## src/rtl/magcmp_pkg.sv

```systemverilog
// Shared relation encoding for the magnitude-compare debouncer.
package magcmp_pkg;

    typedef logic [1:0] rel_t;

    localparam rel_t REL_UNK = 2'b00;
    localparam rel_t REL_EQ  = 2'b01;
    localparam rel_t REL_GT  = 2'b10;
    localparam rel_t REL_LT  = 2'b11;

    // Run counter must hold the largest legal debounce length (15).
    localparam int CNT_W = 4;

    function automatic rel_t rel_encode(input logic eq, input logic gt, input logic lt);
        rel_t r;
        r = REL_UNK;
        if (eq)      r = REL_EQ;
        else if (gt) r = REL_GT;
        else if (lt) r = REL_LT;
        return r;
    endfunction

endpackage

```

## src/rtl/mag_comparator.sv

```systemverilog
// Combinational unsigned magnitude comparator with one-hot eq/gt/lt flags.
module mag_comparator #(
    parameter int WIDTH = 4
) (
    input  logic [WIDTH-1:0] a_i,
    input  logic [WIDTH-1:0] b_i,
    output logic             eq_o,
    output logic             gt_o,
    output logic             lt_o
);

    assign eq_o = (a_i == b_i);
    assign gt_o = (a_i >  b_i);
    assign lt_o = (a_i <  b_i);

endmodule

```

## src/rtl/magcmp_debounce.sv

```systemverilog
// Two-stage compare/debounce: registered raw relation, then run-length debounce.
// Optional saturating change counter on evt_count when MAGCMP_DBNC_EVTCNT_EN is defined.
module magcmp_debounce
    import magcmp_pkg::*;
#(
    parameter int WIDTH    = 4,
    parameter int DBNC_LEN = 3
) (
    input  logic             clk,
    input  logic             rst,
    input  logic             clr,
    input  logic             in_valid,
    input  logic [WIDTH-1:0] a,
    input  logic [WIDTH-1:0] b,
    output logic [1:0]       stable_rel,
    output logic             chg_pulse,
    output logic [1:0]       raw_rel
`ifdef MAGCMP_DBNC_EVTCNT_EN
    ,
    output logic [7:0]       evt_count
`endif
);

    localparam logic [CNT_W-1:0] LEN_C = CNT_W'(DBNC_LEN);

    logic cmp_eq, cmp_gt, cmp_lt;
    rel_t cmp_rel;

    rel_t             raw_rel_q, raw_rel_d;
    logic             raw_vld_q, raw_vld_d;
    rel_t             cand_q, cand_d;
    logic [CNT_W-1:0] cnt_q, cnt_d;
    rel_t             stable_q, stable_d;
    logic             pulse_q, pulse_d;

    mag_comparator #(.WIDTH(WIDTH)) u_cmp (
        .a_i  (a),
        .b_i  (b),
        .eq_o (cmp_eq),
        .gt_o (cmp_gt),
        .lt_o (cmp_lt)
    );

    assign cmp_rel = rel_encode(cmp_eq, cmp_gt, cmp_lt);

    always_comb begin
        raw_rel_d = raw_rel_q;
        raw_vld_d = 1'b0;
        if (clr) begin
            raw_rel_d = REL_UNK;
        end else if (in_valid) begin
            raw_rel_d = cmp_rel;
            raw_vld_d = 1'b1;
        end
    end

    // Idle cycles (raw_vld_q low) freeze the run so gaps neither break nor extend it.
    always_comb begin
        cand_d   = cand_q;
        cnt_d    = cnt_q;
        stable_d = stable_q;
        pulse_d  = 1'b0;
        if (clr) begin
            cand_d   = REL_UNK;
            cnt_d    = '0;
            stable_d = REL_UNK;
        end else if (raw_vld_q) begin
            if (raw_rel_q == cand_q) begin
                if (cnt_q < LEN_C) cnt_d = cnt_q + CNT_W'(1);
            end else begin
                cand_d = raw_rel_q;
                cnt_d  = CNT_W'(1);
            end
            if ((cnt_d == LEN_C) && (cand_d != stable_q) && (cand_d != REL_UNK)) begin
                stable_d = cand_d;
                pulse_d  = 1'b1;
            end
        end
    end

    always_ff @(posedge clk or posedge rst) begin
        if (rst) begin
            raw_rel_q <= REL_UNK;
            raw_vld_q <= 1'b0;
            cand_q    <= REL_UNK;
            cnt_q     <= '0;
            stable_q  <= REL_UNK;
            pulse_q   <= 1'b0;
        end else begin
            raw_rel_q <= raw_rel_d;
            raw_vld_q <= raw_vld_d;
            cand_q    <= cand_d;
            cnt_q     <= cnt_d;
            stable_q  <= stable_d;
            pulse_q   <= pulse_d;
        end
    end

    assign stable_rel = stable_q;
    assign chg_pulse  = pulse_q;
    assign raw_rel    = raw_rel_q;

`ifdef MAGCMP_DBNC_EVTCNT_EN
    logic [7:0] evt_q, evt_d;

    always_comb begin
        evt_d = evt_q;
        if (clr)                             evt_d = '0;
        else if (pulse_d && evt_q != 8'hFF)  evt_d = evt_q + 8'd1;
    end

    always_ff @(posedge clk or posedge rst) begin
        if (rst) evt_q <= '0;
        else     evt_q <= evt_d;
    end

    assign evt_count = evt_q;
`endif

endmodule

```

## config.mk

```make
export PLATFORM = sky130hd
export DESIGN_NAME = magcmp_debounce
export DESIGN_NICKNAME = d
export VERILOG_FILES = /design/src/rtl/magcmp_pkg.sv /design/src/rtl/mag_comparator.sv /design/src/rtl/magcmp_debounce.sv
export SDC_FILE = /design/constraint.sdc
export NUM_CORES = 1
export LEC_CHECK = 0
export ABC_AREA = 1
export CAP_MARGIN = 30
export CORE_MARGIN = 3
export CORE_UTILIZATION = 46
export CTS_BUF_LIST = sky130_fd_sc_hd__clkbuf_4
export DETAILED_ROUTE_END_ITERATION = 10
export GPL_TIMING_DRIVEN = 0
export PLACE_DENSITY_LB_ADDON = 0.3
export SLEW_MARGIN = 20
export SYNTH_ARGS = -nofsm -noshare
export SYNTH_HDL_FRONTEND = slang
export SYNTH_HIERARCHICAL = 1
export SYNTH_SLANG_ARGS = --single-unit
```

## constraint.sdc

```tcl
create_clock -name clk -period 1.3 [get_ports clk]
set_input_delay 0.195 -clock clk [delete_from_list [all_inputs] [get_ports clk]]
set_output_delay 0.195 -clock clk [all_outputs]
set_load 0.05 [all_outputs]
```

==> impl_metrics.json, run 1 <==
{
  "status": "finished with violations",
  "violations": "negative setup slack",
  "chipWidth_um": 46.97,
  "finClkSkew_ns": 0.007705,
  "cts_tree": "yes",
  "syn_nets": 124,
  "yosysTopAreaCell": "dfrtp_1",
  "leakage_nw": 0.5690,
  "drt-initial-drc-count": 19,
  "fill_cells": 133,
  "htree_levels": 1,
  "syn_area_um2": 772.0,
  "cts_buffer_depth": 2,
  "num_vias": 758,
  "slew_viol_final": 0,
  "vdd_drop_max_v": 0.0005577,
  "worst_r2r_endpoint": "stable_rel[0]",
  "synth_top_area_share_pct": 38.90,
  "initial_core_util_pct": 50.08,
  "worst_pin_slew_ns": 0.4858,
  "clk_pin_slew_ns": 0.08,
  "finalHoldViolations": 0,
  "wirelength_um": 1842,
  "clock_sinks": 12,
  "gp_congestion": 0.8642,
  "port_buffers": 16,
  "insertion_delay_ns": 0.28,
  "max-slew-margin-rel_pct": 67.58,
  "rows": 14,
  "critPathCaptureType": "register",
  "diodes": 0,
  "cpMaxStageDelayCell": "dfrtp_1",
  "seq_area_frac_synth_pct": 38.90,
  "synth.area.top_cells": "dfrtp_1, nand2_1, inv_1",
  "crit_fanout": 3,
  "worst_slack_ns": -0.007078,
  "cts-hold-fix-buffers": 0,
  "required_ns": 1.47,
  "path_cells": "ha_2 > nand3_1 > nand2_2 > nand3_4 > inv_2 > nand2_2 > nand3_1 > nand2_1",
  "synth_cell_types": 19,
  "grt_max_degree": 13,
  "die_h_um": 46.97,
  "powerDensity_nw_per_um2": 871.3,
  "cp_slowest_stage_delay_ns": 0.39,
  "area_growth_pct": 40.68,
  "setup_viol": 1,
  "min_period_over_period_pct": 100.5,
  "gr-total-overflow": 0,
  "route.detailed.drc": 0,
  "reg2reg_depth": 8,
  "syn_avg_cell_area_um2": 7.215,
  "critPathArrivalTime_ns": 1.48,
  "yosysWarnings": 6,
  "grt_first_pass_wirelength_um": 2960,
  "io_pins": 17,
  "max_freq_mhz": 765.1,
  "grt_pass1_vias": 745,
  "rsz0062_at_grt": "yes",
  "synth-seq-cells": 12,
  "post-dp-hpwl_um": 1257,
  "drive_above_1_share_pct": 38.35,
  "hold_class": "in2async",
  "dp_slack_ns": -0.4502,
  "cap_violations": 0,
  "cts-root-buf": "clkbuf_4",
  "dieArea_um2": 2206,
  "crit_type": "reg2reg",
  "postRouteAntennaNets": 0,
  "r2r_start": "cnt_q[1]",
  "finalCriticalPeriod_ns": 1.307,
  "core-area_um2": 1541,
  "antenna_found_initial": 0,
  "syn-instance-count": 107,
  "wire_per_inst_um": 12.36,
  "start_kind": "register",
  "via_per_inst": 5.087,
  "grt_util_all_layers_pct": 19.28,
  "first_pass_iters": 4,
  "p_total_mw": 0.9462,
  "cts_made_buffers": 3,
  "regToRegSetupSlack_ns": -0.007,
  "nets": 151
}
-- cell type report --
type                    count  area (um2)  area share [%]
well taps                  16       20.02           1.843
flip-flops and latches     12       305.3           28.11
clock buffers               4       30.03           2.765
inverters                  23       86.33           7.949
multi-input cells          72       454.2           41.82
repair buffers             22       190.2           17.51
-- Yosys cell counts (all sizes together) --
| cell type | number |
|---|---|
| o21ai | 3 |
| o22ai | 2 |
| dfrtp | 12 |
| ha | 5 |
| a21oi | 3 |
| and2 | 1 |
| nand3 | 10 |
| nor2 | 12 |
| o32ai | 1 |
| nand3b | 1 |
| nand2 | 34 |
| clkinv | 1 |
| inv | 22 |
-- state kept, by name, indices dropped and copies added (netlist names) --
name / count
cnt_q: 4
cand_q: 2
raw_rel: 2
stable_rel: 2
chg_pulse: 1
raw_vld_q: 1
-- cell usage in the layout, fill, tap and decap left out, types with 2 or more instances in the layout --
cell type / Yosys / final
a21oi_2: 0 / 3
buf_2: 0 / 2
buf_4: 0 / 6
clkbuf_4: 0 / 4
clkdlybuf4s15_2: 0 / 2
clkdlybuf4s50_1: 0 / 3
dfrtp_1: 12 / 8
dfrtp_2: 0 / 4
dlygate4sd2_1: 0 / 6
dlymetal6s2s_1: 0 / 2
ha_2: 0 / 2
ha_4: 0 / 2
inv_1: 20 / 14
inv_2: 2 / 8
nand2_1: 27 / 25
nand2_2: 6 / 8
nand3_1: 9 / 7
nand3_2: 1 / 2
nor2_1: 9 / 8
nor2_2: 3 / 4
o21ai_0: 2 / 2
o22ai_1: 2 / 2
-- worst max path at each step --
stage,startpoint,to,slack [ns],cells past startpoint
CTS,cnt_q[0],stable_rel[1],0.00009,8
floorplan,raw_rel[0],stable_rel[1],0.001,9
detailed placement,b[3],raw_rel[1],-0.45,9
finish,cnt_q[1],stable_rel[0],-0.007,8
global route,cnt_q[1],stable_rel[1],-0.1,8
global placement,b[3],raw_rel[1],-0.42,9
-- metrics by stage --
stage | std cells | utilization (%) | setup TNS (ns) | hold WS [ns] | area, um2
floorplan | 107 | - | 0 | 0.05943 | 777.0
global placement | 139 | 62.09 | -1.511 | 0.5153 | 957.2
detailed placement | 139 | 62.09 | -1.605 | 0.5166 | 957.2
CTS | 146 | 68.59 | 0 | 0.2485 | 1057
global route | 149 | 70.45 | -0.2026 | 0.2918 | 1086
finish | 149 | 70.45 | -0.007078 | 0.2478 | 1086
-- layer usage --
metal  up-vias  routed length (um)  track usage, %
met5         -                   0               0
met1       353                 737           19.77
met2        18                 997           37.40
met4         0                  38           9.945
li1        383                   -               -
met3         4                  69           2.299
-- power by group --
part / leakage (nW) / internal [mW] / switching [mW]
sequential: 0.158 / 0.387 / 0.0166
clock: 0.0184 / 0.140 / 0.130
combinational: 0.393 / 0.114 / 0.159
total: 0.569 / 0.641 / 0.305
-- worst max-delay path: cells and delay by family (launching register included) --
family	cells	cell delay, ns
buffers and inverters	1	0.06
adders and majority gates	1	0.32
DFF	1	0.39
and+or+nand+nor	6	0.46
-- cells by family after synthesis --
group | after synthesis | synth area share [%]
compound gates | 9 | 6.644
fa+ha+maj | 5 | 8.104
buf+inv | 23 | 11.18
flops | 12 | 38.90
simple gates | 58 | 35.17
-- repair_timing --
action / in CTS / in global routing
pin swaps: 8 / 9
setup buffers: 3 / 3
endpoints found under the setup margin: 9 / 8
resized for setup: 33 / 14
gates cloned: 0 / 0
No activity file was read; power rests on OpenSTA's default activity.
==> inputs of run 2 (changes only) <==
--- a/config.mk
+++ b/config.mk
@@ -13,6 +13,7 @@
 export DETAILED_ROUTE_END_ITERATION = 10
 export GPL_TIMING_DRIVEN = 0
 export PLACE_DENSITY_LB_ADDON = 0.3
+export SKIP_LAST_GASP = 1
 export SLEW_MARGIN = 20
 export SYNTH_ARGS = -nofsm -noshare
 export SYNTH_HDL_FRONTEND = slang
==> results of run 2 <==
Same layout as run 1: the final DEF is identical, and so are final timing and power.
==> inputs of run 3 (changes only) <==
--- a/config.mk
+++ b/config.mk
@@ -8,11 +8,13 @@
 export ABC_AREA = 1
 export CAP_MARGIN = 30
 export CORE_MARGIN = 3
-export CORE_UTILIZATION = 46
+export CORE_UTILIZATION = 57
 export CTS_BUF_LIST = sky130_fd_sc_hd__clkbuf_4
 export DETAILED_ROUTE_END_ITERATION = 10
+export DONT_BUFFER_PORTS = 1
 export GPL_TIMING_DRIVEN = 0
 export PLACE_DENSITY_LB_ADDON = 0.3
+export SKIP_CTS_REPAIR_TIMING = 1
 export SKIP_LAST_GASP = 1
 export SLEW_MARGIN = 20
 export SYNTH_ARGS = -nofsm -noshare
==> run 3 against run 2 <==
The run still ends with negative setup slack left. Flip-flop and latch count stayed put. Critical path type unchanged. Cell area is 17% lower. Utilization is 5.7 points higher. Hold slack worse by 0.19 ns. Via count is 3.4% lower. Register-to-register slack worse by 0.11 ns. First-iteration DRC count is 11% lower. Highest routed layer unchanged. Maximum frequency is 7.9% lower. Power is 9.0% lower. Count of clock-buffer cells in the layout is 1 lower. Worst setup slack worse by 0.11 ns.
==> impl_metrics.json, run 3 (same netlist as run 1, synthesis figures left out) <==
{
  "slew_viol_final": 0,
  "clock_sinks": 12,
  "finalHoldViolations": 0,
  "grt_first_pass_wirelength_um": 2849,
  "reg2reg_depth": 10,
  "cts_buffer_depth": 2,
  "drive_above_1_share_pct": 25.42,
  "num_vias": 732,
  "gr-total-overflow": 0,
  "insertion_delay_ns": 0.27,
  "clk_pin_slew_ns": 0.08,
  "r2r_start": "raw_rel[0]",
  "initial_core_util_pct": 65.08,
  "leakage_nw": 0.4795,
  "worst_pin_slew_ns": 0.4484,
  "route.detailed.drc": 0,
  "dpl_cell_area_um2": 794.5,
  "top_register": "cnt_q",
  "antenna_found_initial": 0,
  "rsz0062_at_grt": "yes",
  "worstHoldStart": "in_valid",
  "core-area_um2": 1186,
  "crit_fanout": 6,
  "postRouteAntennaNets": 0,
  "critPathArrivalTime_ns": 1.59,
  "wire_per_inst_um": 12.66,
  "dieArea_um2": 1832,
  "drt-met1-wl_um": 655,
  "cts-root-buf": "clkbuf_4",
  "port_buffers": 0,
  "diodes": 0,
  "chipWidth_um": 42.80,
  "violations": "negative setup slack",
  "cpMaxStageDelayCell": "dfrtp_4",
  "largest_reg_flops": 4,
  "post-dp-hpwl_um": 1230,
  "finClkSkew_ns": 0.004737,
  "setup_viol": 3,
  "regToRegSetupSlack_ns": -0.12,
  "cts_made_buffers": 3,
  "critPathCaptureType": "register",
  "cpLargestDelayFamily": "flip-flops",
  "start_kind": "register",
  "via_per_inst": 5.545,
  "hold_class": "in2reg",
  "finalCriticalPeriod_ns": 1.420,
  "hold_end": "raw_vld_q",
  "htree_levels": 1,
  "cp_slowest_stage_delay_ns": 0.59,
  "grt_util_all_layers_pct": 20.18,
  "gp_congestion": 0.7313,
  "dr.max_layer_used": "met4",
  "path_buf_inv": 3,
  "final_common_cell": "nand2_1",
  "wl_met2_um": 887,
  "first_pass_iters": 4,
  "rows": 12,
  "grt_max_degree": 13,
  "worst_slack_ns": -0.1197,
  "wirelength_um": 1671,
  "powerDensity_nw_per_um2": 953.0,
  "min_period_over_period_pct": 109.2,
  "tns_ns": -0.2683,
  "cap_violations": 0,
  "path_cells": "inv_4 > nand2_1 > nand2_2 > nand2_2 > inv_2 > nand3_4 > inv_2 > nand2_2 > nand3_1 > nand2_1",
  "drt-initial-drc-count": 17,
  "die_h_um": 42.80,
  "grt_pass1_vias": 686,
  "worst_r2r_endpoint": "stable_rel[0]",
  "hold_depth": 2,
  "nets": 136,
  "io_pins": 17,
  "max-slew-margin-rel_pct": 70.08,
  "cts_tree": "yes",
  "area_growth_pct": 17.02,
  "wl_met3_um": 97,
  "final_cell_mix": "nand2_1, inv_1, nor2_1",
  "status": "finished with violations",
  "fin_area_um2": 903.4,
  "required_ns": 1.47,
  "vdd_drop_max_v": 0.0006175,
  "cpMostUsedCell": "nand2_2",
  "max_freq_mhz": 704.4,
  "crit_type": "reg2reg"
}
==> run 3: cell types whose count changed in the layout (fill, tap and decap cells not counted), sizes merged <==
cell	delta
buf	-3
dlygate4sd3	+2
clkdlybuf4s15	-2
clkbuf	-2
clkinv	+1
dlygate4sd2	-6
dlymetal6s2s	-2
clkdlybuf4s50	-3
==> run 3: layout make-up <==
type / instances / area [um2]
Clock buffer: 3 / 22.52
Tap cell: 14 / 17.52
Multi-Input combinational cell: 72 / 405.4
Inverter: 23 / 88.84
Sequential cell: 12 / 307.8
Clock inverter: 1 / 3.754
Fill cell: 91 / 282.8
Timing Repair Buffer: 7 / 57.56
==> run 3: worst max-delay path by stage <==
stage,from,endpoint,cells past startpoint
floorplan,raw_rel[0],stable_rel[1],9
global placement,raw_rel[0],stable_rel[1],9
detailed placement,raw_rel[0],stable_rel[0],9
CTS,raw_rel[0],stable_rel[0],9
global route,raw_rel[0],stable_rel[1],10
finish,raw_rel[0],stable_rel[0],10
==> run 3: worst register-to-register path, delay by kind of cell, from the launching register on <==
family                 cells  cell delay, ns
AND/OR/NAND/NOR            7            0.48
buffers and inverters      3            0.23
flip-flops                 1            0.59
==> run 3: per-stage QoR <==
| stage | worst slack, ns | hold WS, ns | total power, mW | util [%] | cells |
|---|---|---|---|---|---|
| 2_1_floorplan | 0.001040 | 0.05943 | 0.5551 | - | 107 |
| 5_1_grt | -0.2346 | 0.05368 | 0.9046 | 76.16 | 132 |
| 3_3_place_gp | -0.1188 | 0.1049 | 0.5751 | 66.98 | 121 |
| 3_5_place_dp | -0.1578 | 0.1077 | 0.5853 | 66.98 | 121 |
| 4_1_cts | -0.1649 | -0.1866 | 0.8170 | 69.20 | 125 |
| 6_report | -0.1197 | 0.05880 | 0.8609 | 76.16 | 132 |
==> run 3: per-layer routing <==
| layer | up-vias | global-route usage, % |
|---|---|---|
| met5 | - | 0 |
| met1 | 333 | 24.01 |
| li1 | 357 | - |
| met3 | 5 | 1.695 |
| met4 | 0 | 11.80 |
| met2 | 37 | 34.73 |
==> run 3: where the power goes <==
part	total [mW]	internal, mW	switching [mW]
sequential	0.431	0.388	0.0427
clock	0.243	0.111	0.132
combinational	0.186	0.0747	0.112
